--- src/rtl/keyboard_scanner_debounced_pkg.sv ---
// Shared definitions for the keypad scanner slice: matrix defaults, width helpers,
// scanner FSM encoding and the event word layout {press, code}.
package keyboard_scanner_debounced_pkg;

  localparam int KEYBOARD_ROWS = 4;
  localparam int KEYBOARD_COLS = 4;

  // Smallest n with 2**n >= value; usable in parameter expressions.
  function automatic int kb_clog2(input int value);
    int result;
    result = 0;
    while ((1 << result) < value) begin
      result++;
    end
    return result;
  endfunction

  // Event word is {press, code}: press in the MSB, key index below it.
  function automatic int kb_evt_width(input int key_w);
    return key_w + 1;
  endfunction

  typedef enum logic [0:0] {
    KB_SAMPLE = 1'b0,
    KB_COMMIT = 1'b1
  } kb_state_e;

endpackage

--- src/rtl/keyboard_scanner_debounced_if.sv ---
// Key event stream between the scanner and the application logic.
interface keyboard_scanner_debounced_if #(
  parameter int KEY_W = 4
);
  // valid/ready: the source holds evt_valid, evt_code and evt_press stable until a
  // cycle where evt_valid && evt_ready, which transfers the word; evt_ready may change
  // freely and has no effect while evt_valid is low.
  logic             evt_valid;
  logic             evt_ready;
  logic [KEY_W-1:0] evt_code;
  logic             evt_press;

  modport master (
    output evt_valid,
    output evt_code,
    output evt_press,
    input  evt_ready
  );

  modport slave (
    input  evt_valid,
    input  evt_code,
    input  evt_press,
    output evt_ready
  );

endinterface

--- src/rtl/keyboard_scanner_debounced_kb_event_fifo.sv ---
// First-word fall-through event FIFO; a push into a full FIFO is still accepted
// when the head is popped in the same cycle. head reads zero while empty.
module kb_event_fifo
  import keyboard_scanner_debounced_pkg::*;
#(
  parameter int WIDTH = 5,
  parameter int DEPTH = 8,
  localparam int PTR_W = kb_clog2(DEPTH),
  localparam int CNT_W = PTR_W + 1
) (
  input  logic             clk,
  input  logic             reset_n,
  input  logic             push,
  input  logic [WIDTH-1:0] push_data,
  output logic             push_ok,
  input  logic             pop,
  output logic [WIDTH-1:0] head,
  output logic             empty,
  output logic [CNT_W-1:0] count
);

  logic [WIDTH-1:0] mem_q [DEPTH];
  logic [PTR_W-1:0] wr_q;
  logic [PTR_W-1:0] rd_q;
  logic [CNT_W-1:0] count_q;
  logic             pop_ok;

  assign empty   = (count_q == '0);
  assign pop_ok  = pop && !empty;
  assign push_ok = push && ((count_q < CNT_W'(DEPTH)) || pop_ok);
  assign head    = empty ? '0 : mem_q[rd_q];
  assign count   = count_q;

  // DEPTH is a power of two, so the pointers wrap on their own.
  always_ff @(posedge clk or negedge reset_n) begin
    if (!reset_n) begin
      wr_q    <= '0;
      rd_q    <= '0;
      count_q <= '0;
    end else begin
      if (push_ok) begin
        wr_q <= wr_q + 1'b1;
      end
      if (pop_ok) begin
        rd_q <= rd_q + 1'b1;
      end
      case ({push_ok, pop_ok})
        2'b10:   count_q <= count_q + 1'b1;
        2'b01:   count_q <= count_q - 1'b1;
        default: count_q <= count_q;
      endcase
    end
  end

  always_ff @(posedge clk) begin
    if (push_ok) begin
      mem_q[wr_q] <= push_data;
    end
  end

endmodule

--- src/rtl/keyboard_scanner_debounced.sv ---
// Debounced matrix keypad scanner: one row per SAMPLE cycle, one COMMIT cycle per
// key that flips, press/release events queued in order of key index within a frame.
module keyboard_scanner_debounced
  import keyboard_scanner_debounced_pkg::*;
#(
  parameter int ROWS           = KEYBOARD_ROWS,
  parameter int COLS           = KEYBOARD_COLS,
  parameter int DEBOUNCE_SCANS = 4,
  parameter int FIFO_DEPTH     = 8,
  localparam int NKEYS  = ROWS * COLS,
  localparam int KEY_W  = kb_clog2(NKEYS),
  localparam int ROW_W  = kb_clog2(ROWS),
  localparam int CNT_W  = kb_clog2(DEBOUNCE_SCANS + 1),
  localparam int CNT1_W = CNT_W + 1,
  localparam int EVT_W  = kb_evt_width(KEY_W),
  localparam int FCNT_W = kb_clog2(FIFO_DEPTH) + 1
) (
  input  logic                 clk_kb,
  input  logic                 reset_n,
  output logic [ROWS-1:0]      kb_row,
  input  logic [COLS-1:0]      kb_col,
  output logic [NKEYS-1:0]     keys,
  keyboard_scanner_debounced_if.master evt,
  output logic                 overflow,
  output logic                 scan_done,
  output kb_state_e            dbg_state,
  output logic [FCNT_W-1:0]    dbg_fifo_count
);

  kb_state_e                  state_q, state_d;
  logic [ROW_W-1:0]           row_q, row_d;
  logic [ROWS-1:0]            kb_row_q, kb_row_d;
  logic [NKEYS-1:0]           keys_q, keys_d;
  logic [NKEYS-1:0][CNT_W-1:0] cnt_q, cnt_d;
  logic [COLS-1:0]            pend_q, pend_d;
  logic [COLS-1:0]            col_latch_q, col_latch_d;
  logic                       overflow_q, overflow_d;
  logic                       scan_done_q, scan_done_d;

  logic [COLS-1:0]            raw;
  logic                       last_row;
  logic                       advance;
  logic                       taken;
  logic [KEY_W-1:0]           key_idx;
  logic                       push;
  logic [EVT_W-1:0]           push_data;
  logic                       push_ok;
  logic [EVT_W-1:0]           head;
  logic                       fifo_empty;

  function automatic logic [KEY_W-1:0] key_of(input logic [ROW_W-1:0] row, input int col);
    return KEY_W'(int'(row) * COLS + col);
  endfunction

  assign raw      = ~kb_col;
  assign last_row = (row_q == ROW_W'(ROWS - 1));

  always_comb begin
    state_d     = state_q;
    row_d       = row_q;
    keys_d      = keys_q;
    cnt_d       = cnt_q;
    pend_d      = pend_q;
    col_latch_d = col_latch_q;
    advance     = 1'b0;
    taken       = 1'b0;
    key_idx     = '0;
    push        = 1'b0;
    push_data   = '0;

    case (state_q)
      KB_SAMPLE: begin
        col_latch_d = raw;
        pend_d      = '0;
        for (int c = 0; c < COLS; c++) begin
          key_idx = key_of(row_q, c);
          if (raw[c] == keys_q[key_idx]) begin
            cnt_d[key_idx] = '0;
          end else begin
            // The frame that completes the run of differing samples flips the key.
            if (({1'b0, cnt_q[key_idx]} + 1'b1) == CNT1_W'(DEBOUNCE_SCANS)) begin
              pend_d[c] = 1'b1;
            end
            if (cnt_q[key_idx] != CNT_W'(DEBOUNCE_SCANS)) begin
              cnt_d[key_idx] = cnt_q[key_idx] + 1'b1;
            end
          end
        end
        if (pend_d == '0) begin
          advance = 1'b1;
        end else begin
          state_d = KB_COMMIT;
        end
      end

      KB_COMMIT: begin
        // Row stays driven; the latched columns give the new level of each key.
        for (int c = 0; c < COLS; c++) begin
          if (pend_q[c] && !taken) begin
            taken           = 1'b1;
            key_idx         = key_of(row_q, c);
            keys_d[key_idx] = col_latch_q[c];
            cnt_d[key_idx]  = '0;
            push            = 1'b1;
            push_data       = {col_latch_q[c], key_idx};
            pend_d[c]       = 1'b0;
          end
        end
        if (pend_d == '0) begin
          advance = 1'b1;
          state_d = KB_SAMPLE;
        end
      end

      default: begin
        state_d = KB_SAMPLE;
      end
    endcase

    if (advance) begin
      row_d = last_row ? '0 : row_q + 1'b1;
    end
    kb_row_d    = ~(ROWS'(1) << row_d);
    scan_done_d = advance && last_row;
    overflow_d  = overflow_q | (push & ~push_ok);
  end

  always_ff @(posedge clk_kb or negedge reset_n) begin
    if (!reset_n) begin
      state_q     <= KB_SAMPLE;
      row_q       <= '0;
      kb_row_q    <= ~ROWS'(1);
      keys_q      <= '0;
      cnt_q       <= '0;
      pend_q      <= '0;
      col_latch_q <= '0;
      overflow_q  <= 1'b0;
      scan_done_q <= 1'b0;
    end else begin
      state_q     <= state_d;
      row_q       <= row_d;
      kb_row_q    <= kb_row_d;
      keys_q      <= keys_d;
      cnt_q       <= cnt_d;
      pend_q      <= pend_d;
      col_latch_q <= col_latch_d;
      overflow_q  <= overflow_d;
      scan_done_q <= scan_done_d;
    end
  end

  kb_event_fifo #(
    .WIDTH (EVT_W),
    .DEPTH (FIFO_DEPTH)
  ) u_fifo (
    .clk       (clk_kb),
    .reset_n   (reset_n),
    .push      (push),
    .push_data (push_data),
    .push_ok   (push_ok),
    .pop       (evt.evt_ready),
    .head      (head),
    .empty     (fifo_empty),
    .count     (dbg_fifo_count)
  );

  assign evt.evt_valid                 = !fifo_empty;
  assign {evt.evt_press, evt.evt_code} = head;

  assign kb_row    = kb_row_q;
  assign keys      = keys_q;
  assign overflow  = overflow_q;
  assign scan_done = scan_done_q;
  assign dbg_state = state_q;

endmodule
--- src/flat_wrapper.sv ---
// flat-port wrapper written by rule: the top's interface ports become plain ports
module keyboard_scanner_debounced_flat import keyboard_scanner_debounced_pkg::*;
#(
  parameter int ROWS           = KEYBOARD_ROWS,
  parameter int COLS           = KEYBOARD_COLS,
  parameter int DEBOUNCE_SCANS = 4,
  parameter int FIFO_DEPTH     = 8,
  localparam int NKEYS  = ROWS * COLS,
  localparam int KEY_W  = kb_clog2(NKEYS),
  localparam int ROW_W  = kb_clog2(ROWS),
  localparam int CNT_W  = kb_clog2(DEBOUNCE_SCANS + 1),
  localparam int CNT1_W = CNT_W + 1,
  localparam int EVT_W  = kb_evt_width(KEY_W),
  localparam int FCNT_W = kb_clog2(FIFO_DEPTH) + 1
)
  (clk_kb, reset_n, kb_row, kb_col, keys, overflow, scan_done, dbg_state, dbg_fifo_count, evt_evt_valid, evt_evt_code, evt_evt_press, evt_evt_ready);
  keyboard_scanner_debounced_if evt_i ();
  input  logic clk_kb;
  input  logic reset_n;
  output logic [ROWS-1:0] kb_row;
  input  logic [COLS-1:0] kb_col;
  output logic [NKEYS-1:0] keys;
  output logic overflow;
  output logic scan_done;
  output kb_state_e dbg_state;
  output logic [FCNT_W-1:0] dbg_fifo_count;
  output wire logic [$bits(evt_i.evt_valid)-1:0] evt_evt_valid;
  output wire logic [$bits(evt_i.evt_code)-1:0] evt_evt_code;
  output wire logic [$bits(evt_i.evt_press)-1:0] evt_evt_press;
  input wire logic [$bits(evt_i.evt_ready)-1:0] evt_evt_ready;
  assign evt_evt_valid = evt_i.evt_valid;
  assign evt_evt_code = evt_i.evt_code;
  assign evt_evt_press = evt_i.evt_press;
  assign evt_i.evt_ready = evt_evt_ready;
  keyboard_scanner_debounced #(.ROWS(ROWS), .COLS(COLS), .DEBOUNCE_SCANS(DEBOUNCE_SCANS), .FIFO_DEPTH(FIFO_DEPTH)) u_core (.clk_kb(clk_kb), .reset_n(reset_n), .kb_row(kb_row), .kb_col(kb_col), .keys(keys), .evt(evt_i), .overflow(overflow), .scan_done(scan_done), .dbg_state(dbg_state), .dbg_fifo_count(dbg_fifo_count));
endmodule
--- config.mk ---
export PLATFORM = sky130hd
export DESIGN_NAME = keyboard_scanner_debounced_flat
export DESIGN_NICKNAME = d
export VERILOG_FILES = /design/src/rtl/keyboard_scanner_debounced_pkg.sv /design/src/rtl/keyboard_scanner_debounced_if.sv /design/src/rtl/keyboard_scanner_debounced_kb_event_fifo.sv /design/src/rtl/keyboard_scanner_debounced.sv /design/src/flat_wrapper.sv
export SDC_FILE = /design/constraint.sdc
export NUM_CORES = 1
export LEC_CHECK = 0
export ABC_AREA = 1
export CAP_MARGIN = 20
export CORE_MARGIN = 8
export CORE_UTILIZATION = 40
export DETAILED_ROUTE_END_ITERATION = 6
export GPL_ROUTABILITY_DRIVEN = 0
export GPL_TIMING_DRIVEN = 0
export PLACE_DENSITY = 0.54
export SLEW_MARGIN = 25
export SYNTH_ARGS = -nofsm -noshare
export SYNTH_HDL_FRONTEND = slang
export SYNTH_SLANG_ARGS = --single-unit
--- constraint.sdc ---
create_clock -name clk_kb -period 4.5 [get_ports clk_kb]
set_input_delay 0.9 -clock clk_kb [delete_from_list [all_inputs] [get_ports clk_kb]]
set_output_delay 0.9 -clock clk_kb [all_outputs]
set_load 0.01 [all_outputs]
==> results.tsv <==
metric	value	unit
ys_ff_latch	131	
fp.dieArea	22700	um2
layout_min_cycle_time	3.40	ns
synthCells	886	
synth_compound_area_share	14.9	%
layout-drive-gt1-share	10.8	%
internal-power	3750	uW
cts_max_level	4	
diodes	0	
drc	0	
drv_cap	0	
io_buffers	39	
yosysUniqueCellTypes	47	
whs	0.373	ns
cts_setup_buffers	0	
hold_path.class	in -> async	
grt_use_total	18.8	%
die_w	151	um
place_ws	1.48	ns
fin_area	8580	um2
synthAdderAreaFrac	3.62	%
crit_path_frequent_cell	o21ai_0	
grt_max_degree	56	
crit_path_start_kind	register	
rsz0062_at_grt	no	
end_kind	output port	
muxShareOfSynthArea	0	%
tritoncts	built	
grt_pass1_vias	5771	
clock.fmax	294	MHz
worst_slew_margin_rel	47.9	%
p_total	6960	uW
hold_buffers	0	
finalClockSkew	0.00688	ns
p_leak	0.00370	uW
synth-edff-count	40	
drt_first_pass_iters	5	
syn_area	7260	um2
dp_hpwl	14500	um
p_clk_share	20.5	%
synth_top_flop_cell	dfrtp_1	
clockRootBuffer	clkbuf_16	
synth-simple-area-share	24.0	%
yosysSeqAreaShare	48.0	%
first_iter_violations	475	
switching_share	46.2	%
critPathRequiredTime	3.60	ns
worst_slack	1.10	ns
nets	973	
synth_xor_xnor_area_share	1.45	%
cts-buffers-inserted	17	
core_area	17900	um2
die_y	151	um
synth_top_family_by_area	simple AND/OR/NAND/NOR gates	
clkSlewWorstSetupHoldPaths	0.06	ns
cp_max_fo	10	
placed_cells	1155	
syn-num-nets	914	
grt_pass1_wl	32300	um
insertion_delay	0.42	ns
clock_path_buffers	2	
grt_antenna_before_repair	0	
finalSetupViolCount	0	
num-fill-cells	1738	
power_density	811	nW/um2
initial_core_util	40.6	%
num_rows	49	
numClockSinks	131	
critPathTopFamily	buffers and inverters	
cts_resized	0	
max-vdd-ir-drop	378	uV
crit_chain	inv_1, clkbuf_1, o21ai_0, o22ai_1, o21ai_0, a31oi_1, clkdlybuf4s50_1	
avgSynthCellArea	8.19	um2
max_stage_delay	0.57	ns
critPathKind	reg -> out	
grt.overflow.total	0	
outcome	finished clean	
combPwrFrac	53.4	%
viasPerCell	5.19	
critPathBufInv	3	
via_count	6155	
finalHoldViolations	0	
ios	40	
slowest_stage	clkdlybuf4s50_1	
layout.cells.non_filler	1187	
drt-wirelength-per-cell	17.4	um
maxSlewViolCount	0	
pwr-share-seq	26.1	%
syn_to_final_growth	18.2	%
fin_crit_sh	75.5	%
place_area	7970	um2
yosysWarnings	0	
async_reset_ff_share	69.5	%
ant_nets	0	
power.net_switching	3220	uW
tightest_slew	0.781	ns
wl	20700	um
critPathArrivalTime	2.50	ns
[worst register-to-register path: stages, from the launching register on]
cell     delay (ns)
dfrtp_1        0.35
buf_2          0.18
nor2_1         0.21
nand2_1        0.10
o21ai_0        0.60
inv_1          0.09
nand2_1        0.23
ha_1           0.26
nand2_1        0.07
inv_1          0.07
nor2_1         0.05
ha_1           0.17
a21oi_1        0.15
xnor2_1        0.13
o21ai_0        0.08
[path summary, 6_finish.rpt]
path	from	to	slack [ns]	depth (start not counted)
setup / recovery	u_core.u_fifo.rd_q[0]	evt_evt_code[0]	1.10	7
hold / removal	reset_n	u_core.u_fifo.count[2]	0.37	1
setup reg to reg	u_core.pend_q[0]	u_core.u_fifo.count[2]	1.65	14
hold reg to reg	u_core.overflow	u_core.overflow	0.49	1
max in group asynchronous	reset_n	u_core.cnt_q[43]	3.51	2
min in group clk_kb	u_core.overflow	u_core.overflow	0.49	1
[power groups by stage]
stage	Combinational (uW)	Clock (uW)	Sequential [uW]
detailed placement	3710	0	1830
CTS	3720	1460	1810
global placement	3680	0	1830
finish	3720	1430	1820
global route	4110	1510	1860
floorplan	2510	0	1810
[stage by stage]
stage | util (%) | TNS (ns)
6_report | 48.0 | 0
5_1_grt | 48.0 | 0
4_1_cts | 48.0 | 0
3_5_place_dp | 44.5 | 0
3_3_place_gp | 44.3 | -99.02
2_1_floorplan | - | 0
[cell type report]
| type | instances | area (um2) | area share, % |
|---|---|---|---|
| Clock inverter | 10 | 121 | 1.41 |
| Clock buffer | 22 | 497 | 5.79 |
| Inverter | 99 | 379 | 4.42 |
| Timing Repair Buffer | 40 | 419 | 4.88 |
| Sequential cell | 131 | 3480 | 40.6 |
| Multi-Input combinational cell | 623 | 3190 | 37.2 |
| Tap cell | 229 | 287 | 3.34 |
| Buffer | 33 | 205 | 2.39 |
[layout by cell type, fill, tap and decap left out, types with 19 or more instances in the layout]
master,Yosys,routed
o21ai_0,86,86
edfxtp_1,40,40
nand2_1,216,216
nand3_1,89,89
ha_1,21,21
clkdlybuf4s50_1,0,38
o21ai_1,21,21
dfrtp_1,88,88
inv_1,89,89
nor2_1,78,78
clkbuf_16,0,19
[cells in the mapped netlist (all sizes together) (3+ instances only)]
library cell	number	area share, %
xnor2	4	0.48
o31ai	5	0.52
buf	21	2.2
clkbuf	12	0.62
a31oi	13	1.1
o21ai	107	7.4
nand3	90	6.4
o21a	3	0.31
inv	97	5.1
o22ai	9	0.95
ha	21	3.6
o211ai	4	0.41
dfstp	3	1.1
a21oi	29	2.7
a32oi	8	0.97
xor2	5	0.97
edfxtp	40	17
nand2	233	13
dfrtp	88	30
nor2	81	4.3
[metal layers]
metal	track usage, %	up-vias	wire (um)
li1	-	3069	-
met1	24.8	2902	9590
met2	30.7	161	9740
met3	3.19	23	981
met4	6.43	0	369
met5	0	-	0
[flip-flops by register name, summed over array words and instances, names as in the netlist]
name,count
u_core.cnt_q,48
u_core.u_fifo.mem_q,40
u_core.keys,16
u_core.col_latch_q,4
u_core.kb_row,4
u_core.pend_q,4
u_core.u_fifo.count,4
u_core.u_fifo.rd_q,3
u_core.u_fifo.wr_q,3
u_core.row_q,2
u_core.dbg_state,1
u_core.overflow,1
u_core.scan_done,1
[cell families after synthesis]
| logic type | count (synthesis) |
|---|---|
| AOI/OAI and AO/OA | 182 |
| xor gates and xnor gates | 9 |
| adders and majority gates | 21 |
| buffers and inverters | 132 |
| and+or+nand+nor | 411 |
| DFF | 131 |
Power figures use the tool's default switching activity.
